## src/rtl/fetch_exec_sequencer_if.sv

```systemverilog
// Control bundle between the fetch/execute sequencer and the datapath it steers.
// The sequencer side is the master: it consumes status inputs and drives enables/selects.
interface fetch_exec_sequencer_if;
    logic        run;
    logic [31:0] IR;
    logic        MFC;
    logic        cond_true;

    logic        IRE;
    logic        MDRE;
    logic        MARE;
    logic        PCE;
    logic        nPCE;
    logic        PSRE;
    logic        RFE;
    logic        MFA;
    logic [1:0]  MAR_SEL;
    logic [1:0]  MDR_SEL;
    logic [1:0]  nPC_SEL;
    logic [1:0]  ALU_SEL;
    logic [1:0]  CIN_SEL;
    logic [1:0]  RC_SEL;
    logic        RA_SEL;
    logic        MOP_SEL;
    logic        AOP_SEL;
    logic [5:0]  OP1;
    logic [3:0]  state;
    logic        mem_err;

    modport master (
        input  run, IR, MFC, cond_true,
        output IRE, MDRE, MARE, PCE, nPCE, PSRE, RFE, MFA,
               MAR_SEL, MDR_SEL, nPC_SEL, ALU_SEL, CIN_SEL, RC_SEL,
               RA_SEL, MOP_SEL, AOP_SEL, OP1, state, mem_err
    );

    modport slave (
        output run, IR, MFC, cond_true,
        input  IRE, MDRE, MARE, PCE, nPCE, PSRE, RFE, MFA,
               MAR_SEL, MDR_SEL, nPC_SEL, ALU_SEL, CIN_SEL, RC_SEL,
               RA_SEL, MOP_SEL, AOP_SEL, OP1, state, mem_err
    );
endinterface

```

## src/rtl/fetch_exec_sequencer.sv

```systemverilog
// Moore control sequencer: fetch, decode and execute ALU, load/store and branch
// instructions, with a memory-wait timeout that parks the machine in ERROR.
module fetch_exec_sequencer (
    input  logic                          Clk,
    input  logic                          Clr,
    fetch_exec_sequencer_if.master        bus
);
    typedef enum logic [3:0] {
        RESET_ST   = 4'd0,
        FETCH_ADDR = 4'd1,
        FETCH_MEM  = 4'd2,
        FETCH_IR   = 4'd3,
        DECODE     = 4'd4,
        EXEC_ALU   = 4'd5,
        MEM_ADDR   = 4'd6,
        STORE_DATA = 4'd7,
        MEM_ACCESS = 4'd8,
        LOAD_WB    = 4'd9,
        BRANCH     = 4'd10,
        UPDATE_PC  = 4'd11,
        ERROR      = 4'd15
    } state_t;

    state_t     state_q, state_d;
    logic [3:0] wcnt_q, wcnt_d;
    logic [3:0] wcnt_inc;
    logic       in_wait;
    logic       timeout;
    logic       is_store;
    logic       unused_ir;

    assign is_store  = bus.IR[21];
    assign unused_ir = ^{bus.IR[29:25], bus.IR[20:14], bus.IR[12:0]};
    assign in_wait   = (state_q == FETCH_MEM) || (state_q == MEM_ACCESS);
    assign wcnt_inc  = wcnt_q + 4'd1;
    // A completing MFC takes priority over the count reaching its limit.
    assign timeout   = !bus.MFC && (wcnt_inc == 4'd15);

    // Outside the wait states the counter sits at zero, which clears it on entry.
    always_comb begin
        wcnt_d = 4'd0;
        if (in_wait) begin
            wcnt_d = bus.MFC ? wcnt_q : wcnt_inc;
        end
    end

    always_comb begin
        state_d = state_q;
        case (state_q)
            RESET_ST:   state_d = FETCH_ADDR;
            FETCH_ADDR: if (bus.run) state_d = FETCH_MEM;
            FETCH_MEM: begin
                if (bus.MFC)      state_d = FETCH_IR;
                else if (timeout) state_d = ERROR;
            end
            FETCH_IR:   state_d = DECODE;
            DECODE: begin
                case (bus.IR[31:30])
                    2'b10:   state_d = EXEC_ALU;
                    2'b11:   state_d = MEM_ADDR;
                    2'b00:   state_d = (bus.IR[24:22] == 3'b010) ? BRANCH : UPDATE_PC;
                    default: state_d = UPDATE_PC;
                endcase
            end
            EXEC_ALU:   state_d = UPDATE_PC;
            MEM_ADDR:   state_d = is_store ? STORE_DATA : MEM_ACCESS;
            STORE_DATA: state_d = MEM_ACCESS;
            MEM_ACCESS: begin
                if (bus.MFC)      state_d = is_store ? UPDATE_PC : LOAD_WB;
                else if (timeout) state_d = ERROR;
            end
            LOAD_WB:    state_d = UPDATE_PC;
            BRANCH:     state_d = FETCH_ADDR;
            UPDATE_PC:  state_d = FETCH_ADDR;
            ERROR:      state_d = ERROR;
            default:    state_d = RESET_ST;
        endcase
    end

    always_ff @(posedge Clk or posedge Clr) begin
        if (Clr) begin
            state_q <= RESET_ST;
            wcnt_q  <= 4'd0;
        end else begin
            state_q <= state_d;
            wcnt_q  <= wcnt_d;
        end
    end

    assign bus.state = state_q;

    // Output decode from the registered state; reset forces RESET_ST and thus idle outputs.
    always_comb begin
        bus.IRE     = 1'b1;
        bus.MDRE    = 1'b1;
        bus.MARE    = 1'b1;
        bus.PCE     = 1'b1;
        bus.nPCE    = 1'b1;
        bus.PSRE    = 1'b1;
        bus.RFE     = 1'b1;
        bus.MFA     = 1'b0;
        bus.MAR_SEL = 2'd0;
        bus.MDR_SEL = 2'd0;
        bus.nPC_SEL = 2'd0;
        bus.ALU_SEL = 2'd0;
        bus.CIN_SEL = 2'd0;
        bus.RC_SEL  = 2'd0;
        bus.RA_SEL  = 1'b0;
        bus.MOP_SEL = 1'b0;
        bus.AOP_SEL = 1'b0;
        bus.OP1     = 6'h00;
        bus.mem_err = 1'b0;
        case (state_q)
            FETCH_ADDR: begin
                if (bus.run) begin
                    bus.MAR_SEL = 2'd1;
                    bus.MARE    = 1'b0;
                end
            end
            FETCH_MEM: begin
                bus.MOP_SEL = 1'b1;
                bus.OP1     = 6'h08;
                bus.MFA     = 1'b1;
                bus.MDR_SEL = 2'd0;
                bus.MDRE    = ~bus.MFC;
            end
            FETCH_IR: bus.IRE = 1'b0;
            EXEC_ALU: begin
                bus.RA_SEL  = 1'b0;
                bus.ALU_SEL = {1'b0, bus.IR[13]};
                bus.AOP_SEL = 1'b0;
                bus.CIN_SEL = 2'd2;
                bus.RC_SEL  = 2'd0;
                bus.RFE     = 1'b0;
                bus.PSRE    = ~bus.IR[23];
            end
            MEM_ADDR: begin
                bus.RA_SEL  = 1'b0;
                bus.ALU_SEL = {1'b0, bus.IR[13]};
                bus.AOP_SEL = 1'b1;
                bus.OP1     = 6'h00;
                bus.MAR_SEL = 2'd0;
                bus.MARE    = 1'b0;
            end
            STORE_DATA: begin
                bus.RA_SEL  = 1'b1;
                bus.MDR_SEL = 2'd1;
                bus.MDRE    = 1'b0;
            end
            MEM_ACCESS: begin
                bus.MOP_SEL = 1'b0;
                bus.MFA     = 1'b1;
                if (!is_store) begin
                    bus.MDR_SEL = 2'd0;
                    bus.MDRE    = ~bus.MFC;
                end
            end
            LOAD_WB: begin
                bus.CIN_SEL = 2'd3;
                bus.RC_SEL  = 2'd0;
                bus.RFE     = 1'b0;
            end
            BRANCH: begin
                bus.PCE     = 1'b0;
                bus.nPCE    = 1'b0;
                bus.nPC_SEL = bus.cond_true ? 2'd2 : 2'd0;
            end
            UPDATE_PC: begin
                bus.nPC_SEL = 2'd0;
                bus.PCE     = 1'b0;
                bus.nPCE    = 1'b0;
            end
            ERROR: bus.mem_err = 1'b1;
            default: ;
        endcase
    end
endmodule

```

## src/flat_wrapper.sv

```systemverilog
// flat-port wrapper written by rule: the top's interface ports become plain ports
module fetch_exec_sequencer_flat 
  (Clk, Clr, bus_run, bus_IR, bus_MFC, bus_cond_true, bus_IRE, bus_MDRE, bus_MARE, bus_PCE, bus_nPCE, bus_PSRE, bus_RFE, bus_MFA, bus_MAR_SEL, bus_MDR_SEL, bus_nPC_SEL, bus_ALU_SEL, bus_CIN_SEL, bus_RC_SEL, bus_RA_SEL, bus_MOP_SEL, bus_AOP_SEL, bus_OP1, bus_state, bus_mem_err);
  fetch_exec_sequencer_if bus_i ();
  input  logic Clk;
  input  logic Clr;
  input wire logic [$bits(bus_i.run)-1:0] bus_run;
  input wire logic [$bits(bus_i.IR)-1:0] bus_IR;
  input wire logic [$bits(bus_i.MFC)-1:0] bus_MFC;
  input wire logic [$bits(bus_i.cond_true)-1:0] bus_cond_true;
  output wire logic [$bits(bus_i.IRE)-1:0] bus_IRE;
  output wire logic [$bits(bus_i.MDRE)-1:0] bus_MDRE;
  output wire logic [$bits(bus_i.MARE)-1:0] bus_MARE;
  output wire logic [$bits(bus_i.PCE)-1:0] bus_PCE;
  output wire logic [$bits(bus_i.nPCE)-1:0] bus_nPCE;
  output wire logic [$bits(bus_i.PSRE)-1:0] bus_PSRE;
  output wire logic [$bits(bus_i.RFE)-1:0] bus_RFE;
  output wire logic [$bits(bus_i.MFA)-1:0] bus_MFA;
  output wire logic [$bits(bus_i.MAR_SEL)-1:0] bus_MAR_SEL;
  output wire logic [$bits(bus_i.MDR_SEL)-1:0] bus_MDR_SEL;
  output wire logic [$bits(bus_i.nPC_SEL)-1:0] bus_nPC_SEL;
  output wire logic [$bits(bus_i.ALU_SEL)-1:0] bus_ALU_SEL;
  output wire logic [$bits(bus_i.CIN_SEL)-1:0] bus_CIN_SEL;
  output wire logic [$bits(bus_i.RC_SEL)-1:0] bus_RC_SEL;
  output wire logic [$bits(bus_i.RA_SEL)-1:0] bus_RA_SEL;
  output wire logic [$bits(bus_i.MOP_SEL)-1:0] bus_MOP_SEL;
  output wire logic [$bits(bus_i.AOP_SEL)-1:0] bus_AOP_SEL;
  output wire logic [$bits(bus_i.OP1)-1:0] bus_OP1;
  output wire logic [$bits(bus_i.state)-1:0] bus_state;
  output wire logic [$bits(bus_i.mem_err)-1:0] bus_mem_err;
  assign bus_i.run = bus_run;
  assign bus_i.IR = bus_IR;
  assign bus_i.MFC = bus_MFC;
  assign bus_i.cond_true = bus_cond_true;
  assign bus_IRE = bus_i.IRE;
  assign bus_MDRE = bus_i.MDRE;
  assign bus_MARE = bus_i.MARE;
  assign bus_PCE = bus_i.PCE;
  assign bus_nPCE = bus_i.nPCE;
  assign bus_PSRE = bus_i.PSRE;
  assign bus_RFE = bus_i.RFE;
  assign bus_MFA = bus_i.MFA;
  assign bus_MAR_SEL = bus_i.MAR_SEL;
  assign bus_MDR_SEL = bus_i.MDR_SEL;
  assign bus_nPC_SEL = bus_i.nPC_SEL;
  assign bus_ALU_SEL = bus_i.ALU_SEL;
  assign bus_CIN_SEL = bus_i.CIN_SEL;
  assign bus_RC_SEL = bus_i.RC_SEL;
  assign bus_RA_SEL = bus_i.RA_SEL;
  assign bus_MOP_SEL = bus_i.MOP_SEL;
  assign bus_AOP_SEL = bus_i.AOP_SEL;
  assign bus_OP1 = bus_i.OP1;
  assign bus_state = bus_i.state;
  assign bus_mem_err = bus_i.mem_err;
  fetch_exec_sequencer u_core (.Clk(Clk), .Clr(Clr), .bus(bus_i));
endmodule
```

## config.mk

```make
export PLATFORM = sky130hd
export DESIGN_NAME = fetch_exec_sequencer_flat
export DESIGN_NICKNAME = d
export VERILOG_FILES = /design/src/rtl/fetch_exec_sequencer_if.sv /design/src/rtl/fetch_exec_sequencer.sv /design/src/flat_wrapper.sv
export SDC_FILE = /design/constraint.sdc
export NUM_CORES = 1
export LEC_CHECK = 0
export ABC_AREA = 1
export BUFFER_PORTS_ARGS = -buffer_cell sky130_fd_sc_hd__buf_2
export CORE_MARGIN = 3
export CORE_UTILIZATION = 38
export CTS_CLUSTER_DIAMETER = 120
export DETAILED_ROUTE_END_ITERATION = 6
export HOLD_SLACK_MARGIN = 0.1
export MAX_ROUTING_LAYER = met4
export PLACE_DENSITY = 0.8
export SLEW_MARGIN = 25
export SYNTH_ARGS = -nofsm -noshare
export SYNTH_HDL_FRONTEND = slang
export SYNTH_SLANG_ARGS = --single-unit
```

## constraint.sdc

```tcl
create_clock -name Clk -period 1.6 [get_ports Clk]
set_input_delay 0.24 -clock Clk [delete_from_list [all_inputs] [get_ports Clk]]
set_output_delay 0.24 -clock Clk [all_outputs]
set_load 0.005 [all_outputs]
```

==> reports/results.txt, run 1 <==
Kind of start point of the critical path: register
Vias in the first global route: 871
Xor and xnor area share after synthesis: 0
Most frequent cell after synthesis: sky130_fd_sc_hd__nand2_1
Fin. max-slew vios: 0
Largest net degree at the start of global routing: 9
Average instance area after synthesis: 6.15 um^2
Chip Height: 53.1 um
Horiz. Die Dim: 53.1 um
Final worst setup slack: 0.0189 ns
Overall Global Routing Usage: 0.170
Netlist area before placement: 842 um^2
Worst vdd rail ir drop: 0.000727 V
CP endpoint kind: primary output
Post-Place Setup Slack: 0.100 ns
Main area contributors after synthesis: sky130_fd_sc_hd__dfrtp_1 24%, sky130_fd_sc_hd__nand2_1 16%, sky130_fd_sc_hd__buf_4 12%, sky130_fd_sc_hd__nand3_1 8.3%, sky130_fd_sc_hd__inv_1 7.1%
Critical path class: reg -> out
Worst setup path start: u_core.bus.state[2]
Combinational family with the most area after synthesis: simple AND/OR/NAND/NOR gates
Worst reg2reg setup slack: 0.18 ns
Sequential element share of the synthesized area: 0.238
Gr ovfl total: 0
Portion of synthesized cell area occupied by the leading cell type: 0.238
Fin crit share: 0.988
Multi-input combinational cell area: 528 um^2
Number of antenna repair diodes: 0
Startpoint of the worst-slack reg-to-reg timing path: u_core.bus.state[2]
Antenna violations before repair: 0
Initial DRC Count: 17
Clock tree from TritonCTS: yes
Final-report hold violation count: 0
Portion of netlist area occupied by mux cells: 0
Fraction of layout cells with a size suffix above 1: 0.403
Worst reg-to-reg path cell count: 8
Number of buffers inserted during clock tree synthesis: 3
Worst-Skew Late Latency: 0.26 ns
Number of vias per cell: 4.65
Max-cap check violation count: 0
Post-synthesis cell count: 137
Setup repair after global routing missed its margin: yes
H-tree Lvls: 1
Clock period minus final worst setup slack: 1.58 ns
First-pass GRT wire length: 3.42 mm
Std-Cell Rows: 16
Max frequency: 0.632 GHz
Worst setup path end: bus_CIN_SEL[1]
Fill cell instance count of the final layout: 208
Detailed Route WL: 2.22 mm
Synthesized-area fraction occupied by adder cells: 0.0297
Run status: completed
Port-buffer cells: 34
Average wire length per cell after detail routing: 10.7 um
Complex-gate fraction of the synthesized area: 0.0817
Count of unique library cells instantiated by Yosys: 22
Async S/R FF share, synth: 1.00
Area of the placeable core: 2020 um^2
Final setup violation count: 0
DRC viols: 0
Setup skew after layout: 0.00436 ns
IO Count: 71
Reg-to-Reg End: u_core.bus.state[3]
EDFF count, synth: 0
Final hold slack: 0.272 ns
Growth of design area from synthesis to finish: 35.5%
Total power: 1.61 mW
Register Area: 205 um^2
Post-synthesis simple-gate area fraction: 0.415
Endpoint required time on the critical path: 1.36 ns
Number of storage elements in the synthesis netlist: 8
Leakage component of the power: 0.671 nW
Residual antenna-violating net count after detailed routing: 0
Initial DRT Pass Iterations: 4
Reg clk slew, reported paths: 0.06 ns
Worst hold-check path type: in -> reg
Buffer cell driving the clock tree root: sky130_fd_sc_hd__clkbuf_4
Placer Congestion: 0.838
Die Outline Area: 2820 um^2
Maximum count of clock buffers along a single path: 2
Biggest fanout along the worst timing path: 6
Dpl hpwl: 1.76 mm
Areal power density over the cells: 1410 nW/um^2
Total via count after detailed routing: 968
CP arrival: 1.34 ns
Starting utilization of the core area: 0.416
Final net count: 222
Post-synth top flop: sky130_fd_sc_hd__dfrtp_1
Total clock sinks: 8
Most area-hungry cell type in the Yosys netlist: sky130_fd_sc_hd__dfrtp_1
Synth cell count leaders: 37 x sky130_fd_sc_hd__nand2_1, 16 x sky130_fd_sc_hd__inv_1, 15 x sky130_fd_sc_hd__nor2_1
Yosys synthesis warning count: 0
## state kept, by name (all words and copies together) (netlist names)
register	flops
u_core.bus.state	4
u_core.wcnt_q	4
## metrics by stage
step	utilization	TNS, ns	cell area, um^2	instances
final	0.564	0	1140	208
after global routing	0.564	-0.207	1140	208
after CTS	0.525	-0.0211	1060	202
after detailed placement	0.488	0	986	195
after global placement	0.488	0	986	195
after floorplan	-	0	880	147
## routing by layer
metal	vias up	part of all wire	global-route usage
met5	-	0	-
met4	0	0.013	0.0979
met3	3	0.092	0.0282
met2	41	0.49	0.295
met1	435	0.40	0.180
li1	489	-	-
## cells by family after synthesis
family,count (synthesis)
and+or+nand+nor,77
buffers and inverters,38
AOI/OAI and AO/OA,11
DFF,8
adders and majority gates,2
other,1
## worst max-delay path, stage by stage (launching register included)
cell and delay [ns]:
sky130_fd_sc_hd__dfrtp_2 0.47, sky130_fd_sc_hd__inv_4 0.09, sky130_fd_sc_hd__nor2_4 0.04, sky130_fd_sc_hd__buf_6 0.13, sky130_fd_sc_hd__o21ai_4 0.17, sky130_fd_sc_hd__inv_1 0.05
sky130_fd_sc_hd__buf_2 0.12
## area by class of cell
cell class | count | area share
Multi-Input combinational cell | 101 | 0.463
Timing Repair Buffer | 45 | 0.227
Sequential cell | 8 | 0.180
Inverter | 24 | 0.0811
Tap cell | 27 | 0.0296
Clock buffer | 3 | 0.0197
## worst min-delay path by stage
stage	depth (start not counted)	to	slack, ns	from
2_1_floorplan	1	u_core.bus.state[0]	0.06	Clr
3_3_place_gp	2	u_core.bus.state[2]	0.20	Clr
3_5_place_dp	2	u_core.bus.state[3]	0.21	Clr
4_1_cts	4	u_core.bus.state[0]	0.28	bus_run
5_1_grt	4	u_core.bus.state[0]	0.27	bus_run
6_report	4	u_core.bus.state[0]	0.27	bus_run
## layout by cell type (no fill, tap or decap)
cell type                       count
sky130_fd_sc_hd__nand2_1           36
sky130_fd_sc_hd__dfrtp_2            4
sky130_fd_sc_hd__nand3_1           14
sky130_fd_sc_hd__nand2_2            4
sky130_fd_sc_hd__dlygate4sd3_1      1
sky130_fd_sc_hd__o21ai_4            1
sky130_fd_sc_hd__o211ai_1           1
sky130_fd_sc_hd__dfrtp_1            4
sky130_fd_sc_hd__o22ai_1            1
sky130_fd_sc_hd__inv_1             16
sky130_fd_sc_hd__nand2_4            1
sky130_fd_sc_hd__nand4_1            2
sky130_fd_sc_hd__buf_2             34
sky130_fd_sc_hd__clkinv_1           1
sky130_fd_sc_hd__buf_6              1
sky130_fd_sc_hd__a21oi_1            2
sky130_fd_sc_hd__o21a_1             1
sky130_fd_sc_hd__ha_1               2
sky130_fd_sc_hd__o221ai_2           1
sky130_fd_sc_hd__conb_1            11
sky130_fd_sc_hd__buf_4              9
sky130_fd_sc_hd__nor2_4             6
sky130_fd_sc_hd__nor2_2             2
sky130_fd_sc_hd__o21ai_1            4
sky130_fd_sc_hd__nor2_1            12
sky130_fd_sc_hd__clkbuf_4           3
sky130_fd_sc_hd__inv_4              1
sky130_fd_sc_hd__inv_2              6
## where the power goes
group / internal (mW) / switching (mW)
clock: 0.0861 / 0.0736
combinational: 0.483 / 0.582
sequential: 0.266 / 0.122
## timing repair
item                                    4_1_cts  5_1_grt
hold buffers                                  1        0
gates resized for setup                       8        9
setup buffers                                 3        6
pin swaps                                     2        6
endpoints found under the setup margin        8        8
endpoints found under the hold margin         8        0
Power figures use the tool's default switching activity.
==> inputs of run 2 (changes only) <==
--- a/config.mk
+++ b/config.mk
@@ -6,7 +6,7 @@
 export NUM_CORES = 1
 export LEC_CHECK = 0
 export ABC_AREA = 1
-export BUFFER_PORTS_ARGS = -buffer_cell sky130_fd_sc_hd__buf_2
+export BUFFER_PORTS_ARGS = -buffer_cell sky130_fd_sc_hd__buf_4
 export CORE_MARGIN = 3
 export CORE_UTILIZATION = 38
 export CTS_CLUSTER_DIAMETER = 120
==> run 2 against run 1 <==
The run now ends with setup timing left. Power grew 5.7%. Global-route usage grew 0.081 points. Non-clock buffer count shrank 1. First-iteration DRC count grew 41%. Routed wire length grew 3.4%. Maximum frequency shrank 3.0%. Count of clock-buffer cells in the layout is the same. Clock skew shrank 0.0023 ns. Final cell count shrank 0.48%. Die area is the same. Worst hold slack lost 0.013 ns. Sequential power shrank 2%. Critical endpoint is now bus_MARE.
==> reports/results.txt, run 2 (synthesis gave the netlist of run 1 again) <==
Run status: finished with violations (was completed)
Violations in the final reports: setup timing
DRC viols: 0 (unchanged)
Detailed Route WL: 2.29 mm (was 2.22 mm)
Startpoint of the worst-slack reg-to-reg timing path: u_core.bus.state[2] (unchanged)
Starting utilization of the core area: 0.416 (unchanged)
Cell area after layout: 1220 um^2 (was 1140 um^2)
Clock period minus final worst setup slack: 1.63 ns (was 1.58 ns)
Largest net degree at the start of global routing: 9 (unchanged)
CP endpoint kind: primary output (unchanged)
Summed negative setup slack over all endpoints: -0.0692 ns (was 0 ns)
Clock share of power: 0.090 (was 0.099)
Setup repair after global routing missed its margin: yes (unchanged)
Initial DRT Pass Iterations: 4 (unchanged)
Max-cap check violation count: 0 (unchanged)
Std-Cell Rows: 16 (unchanged)
Total via count after detailed routing: 985 (was 968)
Crit-path slowest cell: sky130_fd_sc_hd__dfrtp_2 (unchanged)
Dpl hpwl: 1.79 mm (was 1.76 mm)
Area of the placeable core: 2020 um^2 (unchanged)
Growth of design area from synthesis to finish: 45.2% (was 35.5%)
Gate power share: 0.687 (was 0.660)
Critical path class: reg -> out (unchanged)
Total clock sinks: 8 (unchanged)
Setup skew after layout: 0.00209 ns (was 0.00436 ns)
Reg-to-Reg End: u_core.bus.state[0] (was u_core.bus.state[3])
Part of the total power dissipated in sequential elements: 0.223 (was 0.241)
Biggest fanout along the worst timing path: 3 (was 6)
Internal cell power: 923 uW (was 835 uW)
Worst reg2reg setup slack: 0.22 ns (was 0.18 ns)
Initial DRC Count: 24 (was 17)
GRT busiest layer: met2 (unchanged)
Horiz. Die Dim: 53.1 um (unchanged)
Worst vdd rail ir drop: 0.000659 V (was 0.000727 V)
Met3 demand-to-capacity share in global routing: 0.0169 (was 0.0282)
Cell-by-cell trace of the critical path: buf_12 > nor2_4 > buf_4 > nand2_4 > nor2_4 > nor2_1 > buf_4 (was inv_4 > nor2_4 > buf_6 > o21ai_4 > inv_1 > buf_2)
Reg clk slew, reported paths: 0.05 ns (was 0.06 ns)
Switching part of the total: 0.459 (was 0.482)
Areal power density over the cells: 1390 nW/um^2 (was 1410 nW/um^2)
Worst-Skew Late Latency: 0.25 ns (was 0.26 ns)
H-tree Lvls: 1 (unchanged)
Cell Area, Placed: 1080 um^2 (was 986 um^2)
Residual antenna-violating net count after detailed routing: 0 (unchanged)
Average wire length per cell after detail routing: 11.1 um (was 10.7 um)
Chip Height: 53.1 um (unchanged)
Fin. max-slew vios: 0 (unchanged)
CP arrival: 1.39 ns (was 1.34 ns)
Sum of buffers and inverters on the critical path: 3 (was 4)
Final net count: 221 (was 222)
Switch Pwr: 782 uW (was 778 uW)
Met1 track demand over resource: 0.194 (was 0.180)
Overall Global Routing Usage: 0.170 (about the same)
Placer Congestion: 0.888 (was 0.838)
Final worst setup slack: -0.0293 ns (was 0.0189 ns)
Kind of start point of the critical path: register (unchanged)
Met2 usage: 0.295 (unchanged)
Final-report hold violation count: 0 (unchanged)
Antenna violations before repair: 0 (unchanged)
Cell family contributing the most delay on the critical path: flip-flops (unchanged)
Vias in the first global route: 838 (was 871)
Clock tree from TritonCTS: yes (unchanged)
Leakage component of the power: 0.690 nW (was 0.671 nW)
Gr ovfl total: 0 (unchanged)
Fin crit share: 1.02 (was 0.988)
Count of cells along the worst hold path: 4 (unchanged)
Max frequency: 0.614 GHz (was 0.632 GHz)
Launch point of the worst hold path: bus_run (unchanged)
First-pass GRT wire length: 3.49 mm (was 3.42 mm)
Number of buffers inserted during clock tree synthesis: 3 (unchanged)
IO Count: 71 (unchanged)
Number of vias per cell: 4.76 (was 4.65)
Die Outline Area: 2820 um^2 (unchanged)
Number of antenna repair diodes: 0 (unchanged)
Commonest cells after routing, fill and taps aside: 42 x sky130_fd_sc_hd__buf_4, 36 x sky130_fd_sc_hd__nand2_1, 16 x sky130_fd_sc_hd__inv_1, 14 x sky130_fd_sc_hd__nand3_1, 12 x sky130_fd_sc_hd__nor2_1 (was 36 x sky130_fd_sc_hd__nand2_1, 34 x sky130_fd_sc_hd__buf_2, 16 x sky130_fd_sc_hd__inv_1, 14 x sky130_fd_sc_hd__nand3_1, 12 x sky130_fd_sc_hd__nor2_1)
Most common cell after layout, fill and taps aside: sky130_fd_sc_hd__buf_4 (was sky130_fd_sc_hd__nand2_1)
Maximum count of clock buffers along a single path: 2 (unchanged)
Final setup violation count: 4 (was 0)
Worst reg-to-reg path cell count: 9 (was 8)
Hold endpoint: u_core.bus.state[0] (unchanged)
Buffer cell driving the clock tree root: sky130_fd_sc_hd__clkbuf_4 (unchanged)
Fraction of layout cells with a size suffix above 1: 0.394 (was 0.403)
Longest individual stage delay on the worst path: 0.43 ns (was 0.47 ns)
Worst hold-check path type: in -> reg (unchanged)
Endpoint required time on the critical path: 1.36 ns (about the same)
Port-buffer cells: 34 (unchanged)
## run 2: changes by cell type in the layout (fill, tap and decap cells not counted), sizes merged
cell    change
buf         -1
inv         -1
clkinv      +1
## run 2: area by class of cell
type / count / area [um^2]
Clock buffer: 3 / 22.5
Fill cell: 198 / 800
Inverter: 24 / 90.1
Multi-Input combinational cell: 101 / 526
Sequential cell: 8 / 205
Tap cell: 27 / 33.8
Timing Repair Buffer: 44 / 345
## run 2: timing repair
item / in CTS / in global routing
hold buffers: 1 / 0
endpoints found under the setup margin: 9 / 8
gates resized for setup: 10 / 4
buffers inserted: 2 / 5
pin swaps: 4 / 3
hold endpoints to repair: 8 / 0
## run 2: worst max path at each step
| stage | startpoint | endpoint | slack (ns) | cells after the start |
|---|---|---|---|---|
| floorplan | u_core.bus.state[3] | bus_MDRE | 0.33 | 4 |
| global placement | u_core.bus.state[3] | bus_MDRE | 0.11 | 4 |
| detailed placement | u_core.bus.state[3] | bus_MDRE | 0.06 | 4 |
| CTS | u_core.bus.state[3] | bus_MDRE | -0.04 | 5 |
| global route | u_core.bus.state[2] | bus_MARE | -0.11 | 7 |
| finish | u_core.bus.state[2] | bus_MARE | -0.03 | 7 |
## run 2: power by group through the flow
| stage | Sequential (mW) | Combinational [mW] | Clock, mW |
|---|---|---|---|
| 2_1_floorplan | 0.351 | 0.580 | 0 |
| 3_3_place_gp | 0.361 | 0.931 | 0 |
| 3_5_place_dp | 0.367 | 0.954 | 0 |
| 4_1_cts | 0.376 | 1.05 | 0.163 |
| 5_1_grt | 0.390 | 1.29 | 0.175 |
| 6_report | 0.380 | 1.17 | 0.154 |
## run 2: worst register-to-register path, cell delays in order, from the launching register on
cell	delay [ns]
sky130_fd_sc_hd__dfrtp_2	0.43
sky130_fd_sc_hd__inv_2	0.11
sky130_fd_sc_hd__nor2_4	0.06
sky130_fd_sc_hd__buf_4	0.14
sky130_fd_sc_hd__nand3_1	0.11
sky130_fd_sc_hd__nand2_1	0.10
sky130_fd_sc_hd__inv_1	0.07
sky130_fd_sc_hd__nand2_1	0.04
sky130_fd_sc_hd__nor2_1	0.11
sky130_fd_sc_hd__nand3_1	0.08
## run 2: routing by layer
layer | part of all wire | vias up
li1 | - | 490
met1 | 0.40 | 434
met2 | 0.49 | 56
met3 | 0.10 | 5
met4 | 0.015 | 0
met5 | 0 | -
## run 2: metrics by stage
step	instances	hold WS (ns)	utilization	power, mW	worst slack, ns
finish	207	0.260	0.605	1.70	-0.0293
global route	207	0.284	0.605	1.86	-0.114
CTS	202	0.251	0.577	1.59	-0.0397
detailed placement	196	0.217	0.533	1.32	0.0644
global placement	196	0.212	0.533	1.29	0.112
floorplan	147	0.0557	-	0.931	0.335
==> inputs of run 3 (changes only) <==
--- a/config.mk
+++ b/config.mk
@@ -7,14 +7,17 @@
 export LEC_CHECK = 0
 export ABC_AREA = 1
 export BUFFER_PORTS_ARGS = -buffer_cell sky130_fd_sc_hd__buf_4
+export CELL_PAD_IN_SITES_DETAIL_PLACEMENT = 1
+export CELL_PAD_IN_SITES_GLOBAL_PLACEMENT = 1
 export CORE_MARGIN = 3
-export CORE_UTILIZATION = 38
+export CORE_UTILIZATION = 23
 export CTS_CLUSTER_DIAMETER = 120
 export DETAILED_ROUTE_END_ITERATION = 6
 export HOLD_SLACK_MARGIN = 0.1
 export MAX_ROUTING_LAYER = met4
-export PLACE_DENSITY = 0.8
+export PLACE_DENSITY_LB_ADDON = 0.1
 export SLEW_MARGIN = 25
 export SYNTH_ARGS = -nofsm -noshare
 export SYNTH_HDL_FRONTEND = slang
 export SYNTH_SLANG_ARGS = --single-unit
+export TNS_END_PERCENT = 10
==> run 3 against run 2 <==
The flow now finishes without violations. Final cell count rose by 10%. Critical path type unchanged. Combinational power fell by 3%. Setup slack improved by 0.029 ns. Maximum frequency rose by 1.8%. Clock power rose by 56%. Via count fell by 1.8%. Clock skew rose by 0.00065 ns. Non-clock buffer count rose by 2. Register-to-register slack got worse by 0.10 ns. Routed wire length rose by 14%. Sequential power rose by 5%. Critical path depth fell by 1.
==> reports/results.txt, run 3 (synthesis gave the netlist of run 1 again) <==
Run status: completed (was finished with violations)
Commonest cells after routing, fill and taps aside: 45 x sky130_fd_sc_hd__buf_4, 34 x sky130_fd_sc_hd__nand2_1, 16 x sky130_fd_sc_hd__inv_1, 14 x sky130_fd_sc_hd__nand3_1, 14 x sky130_fd_sc_hd__nor2_1 (was 42 x sky130_fd_sc_hd__buf_4, 36 x sky130_fd_sc_hd__nand2_1, 16 x sky130_fd_sc_hd__inv_1, 14 x sky130_fd_sc_hd__nand3_1, 12 x sky130_fd_sc_hd__nor2_1)
Largest net degree at the start of global routing: 9 (unchanged)
Number of buffers inserted during clock tree synthesis: 3 (unchanged)
CP endpoint kind: primary output (unchanged)
Fin crit share: 1.00 (was 1.02)
Longest individual stage delay on the worst path: 0.45 ns (was 0.43 ns)
Max frequency: 0.625 GHz (was 0.614 GHz)
Register Area: 205 um^2 (unchanged)
Worst hold-check path type: in -> reg (unchanged)
Share of the core filled with cells in the final layout: 0.365 (was 0.605)
H-tree Lvls: 1 (unchanged)
Fraction of layout cells with a size suffix above 1: 0.407 (was 0.394)
Residual antenna-violating net count after detailed routing: 0 (unchanged)
Detailed Route WL: 2.61 mm (was 2.29 mm)
Starting utilization of the core area: 0.245 (was 0.416)
Areal power density over the cells: 1410 nW/um^2 (was 1390 nW/um^2)
Kind of start point of the critical path: register (unchanged)
Most common cell after layout, fill and taps aside: sky130_fd_sc_hd__buf_4 (unchanged)
Die Outline Area: 4420 um^2 (was 2820 um^2)
Total via count after detailed routing: 967 (was 985)
Leakage component of the power: 0.706 nW (was 0.690 nW)
Dpl hpwl: 2.24 mm (was 1.79 mm)
Total clock sinks: 8 (unchanged)
Port-buffer cells: 34 (unchanged)
Number of antenna repair diodes: 0 (unchanged)
DRC viols: 0 (unchanged)
Final setup violation count: 0 (was 4)
Initial DRT Pass Iterations: 4 (unchanged)
Fill cell instance count of the final layout: 466 (was 198)
Buffer cell driving the clock tree root: sky130_fd_sc_hd__clkbuf_8 (was sky130_fd_sc_hd__clkbuf_4)
Overall Global Routing Usage: 0.132 (was 0.170)
Antenna violations before repair: 0 (unchanged)
Final net count: 223 (was 221)
First-pass GRT wire length: 4.42 mm (was 3.49 mm)
Clock period minus final worst setup slack: 1.60 ns (was 1.63 ns)
Final-report hold violation count: 0 (unchanged)
Worst vdd rail ir drop: 0.000435 V (was 0.000659 V)
Gr ovfl total: 0 (unchanged)
Biggest fanout along the worst timing path: 6 (was 3)
Multi-input combinational cell area: 510 um^2 (was 526 um^2)
Placer Congestion: 0.788 (was 0.888)
Number of vias per cell: 4.24 (was 4.76)
Clock tree from TritonCTS: yes (unchanged)
Reg clk slew, reported paths: 0.04 ns (was 0.05 ns)
CP arrival: 1.36 ns (was 1.39 ns)
Fin. max-slew vios: 0 (unchanged)
Worst-Skew Late Latency: 0.23 ns (was 0.25 ns)
Summed negative setup slack over all endpoints: 0 ns (was -0.0692 ns)
Cell-by-cell trace of the critical path: inv_2 > nor2_4 > nand2_2 > nand2_4 > o221ai_2 > buf_4 (was buf_12 > nor2_4 > buf_4 > nand2_4 > nor2_4 > nor2_1 > buf_4)
Std-Cell Rows: 21 (was 16)
Crit-path slowest cell: sky130_fd_sc_hd__dfrtp_2 (unchanged)
Maximum count of clock buffers along a single path: 2 (unchanged)
Initial DRC Count: 17 (was 24)
Setup skew after layout: 0.00273 ns (was 0.00209 ns)
Area of the placeable core: 3440 um^2 (was 2020 um^2)
Max-cap check violation count: 0 (unchanged)
Chip Height: 66.5 um (was 53.1 um)
Average wire length per cell after detail routing: 11.4 um (was 11.1 um)
Growth of design area from synthesis to finish: 49.0% (was 45.2%)
IO Count: 71 (unchanged)
Setup repair after global routing missed its margin: yes (unchanged)
Critical path class: reg -> out (unchanged)
Total power: 1.77 mW (was 1.70 mW)
Horiz. Die Dim: 66.5 um (was 53.1 um)
Endpoint required time on the critical path: 1.36 ns (about the same)
Vias in the first global route: 972 (was 838)
run 3: cell count changes in the layout (fill, tap and decap cells not counted):
cell                       before  now
sky130_fd_sc_hd__buf_4         42   45
sky130_fd_sc_hd__clkbuf_4       3    0
sky130_fd_sc_hd__clkbuf_8       0    3
sky130_fd_sc_hd__nand2_2        3    6
sky130_fd_sc_hd__nand2_1       36   34
sky130_fd_sc_hd__nor2_1        12   14
sky130_fd_sc_hd__nor2_4         6    4
sky130_fd_sc_hd__buf_12         1    0
sky130_fd_sc_hd__clkinv_1       2    1
sky130_fd_sc_hd__inv_4          0    1
sky130_fd_sc_hd__nand2_4        2    1
run 3: power breakdown:
group,total (mW),internal [mW],leakage (nW),switching (mW)
Sequential,0.398,0.267,0.101,0.131
Combinational,1.13,0.555,0.583,0.577
Clock,0.240,0.163,0.0216,0.0769
Total,1.77,0.985,0.706,0.785
run 3: worst paths after layout:
| path | endpoint | slack, ns | cells past startpoint | from |
|---|---|---|---|---|
| worst min register to register | u_core.wcnt_q[3] | 0.56 | 2 | u_core.wcnt_q[3] |
| max in group asynchronous | u_core.bus.state[2] | 0.82 | 3 | Clr |
| worst max register to register | u_core.wcnt_q[2] | 0.12 | 8 | u_core.bus.state[3] |
| worst min-delay path | u_core.bus.state[1] | 0.31 | 3 | bus_run |
| worst max-delay path | bus_MDRE | 0.00002 | 6 | u_core.bus.state[3] |
| min in group asynchronous | u_core.wcnt_q[3] | 0.52 | 3 | Clr |
run 3: layer usage:
metal / track usage / wire (um) / vias to the layer above / share of wire
li1: - / - / 493 / -
met5: - / 0 / - / 0
met3: 0.0118 / 119 / 2 / 0.046
met1: 0.177 / 1270 / 443 / 0.49
met2: 0.208 / 1210 / 29 / 0.46
met4: 0.0457 / 12 / 0 / 0.0046
run 3: what timing repair did:
item | 4_1_cts | 5_1_grt
gates resized for setup | 7 | 6
hold endpoints to repair | 8 | 0
buffers inserted | 0 | 5
endpoints found under the setup margin | 6 | 6
pin swaps | 0 | 4
hold buffers | 1 | 0
run 3: critical path: cells and delay by family, from the launching register on:
kind | cells | cell delay (ns)
buffers and inverters | 2 | 0.23
DFF | 1 | 0.45
AOI/OAI and AO/OA | 1 | 0.08
and+or+nand+nor | 3 | 0.37
run 3: through the flow:
step,hold slack (ns),cell area (um^2),instances,worst slack (ns)
finish,0.313,1250,228,0.0000229
global route,0.319,1250,228,-0.0682
CTS,0.314,1200,223,-0.00757
detailed placement,0.212,1130,219,0.133
global placement,0.205,1130,219,0.118
floorplan,0.0557,880,147,0.335
run 3: area by class of cell:
type                            count  area share
Inverter                           24      0.0738
Clock buffer                        3      0.0329
Multi-Input combinational cell    101       0.407
Timing Repair Buffer               46       0.277
Sequential cell                     8       0.164
Tap cell                           46      0.0459
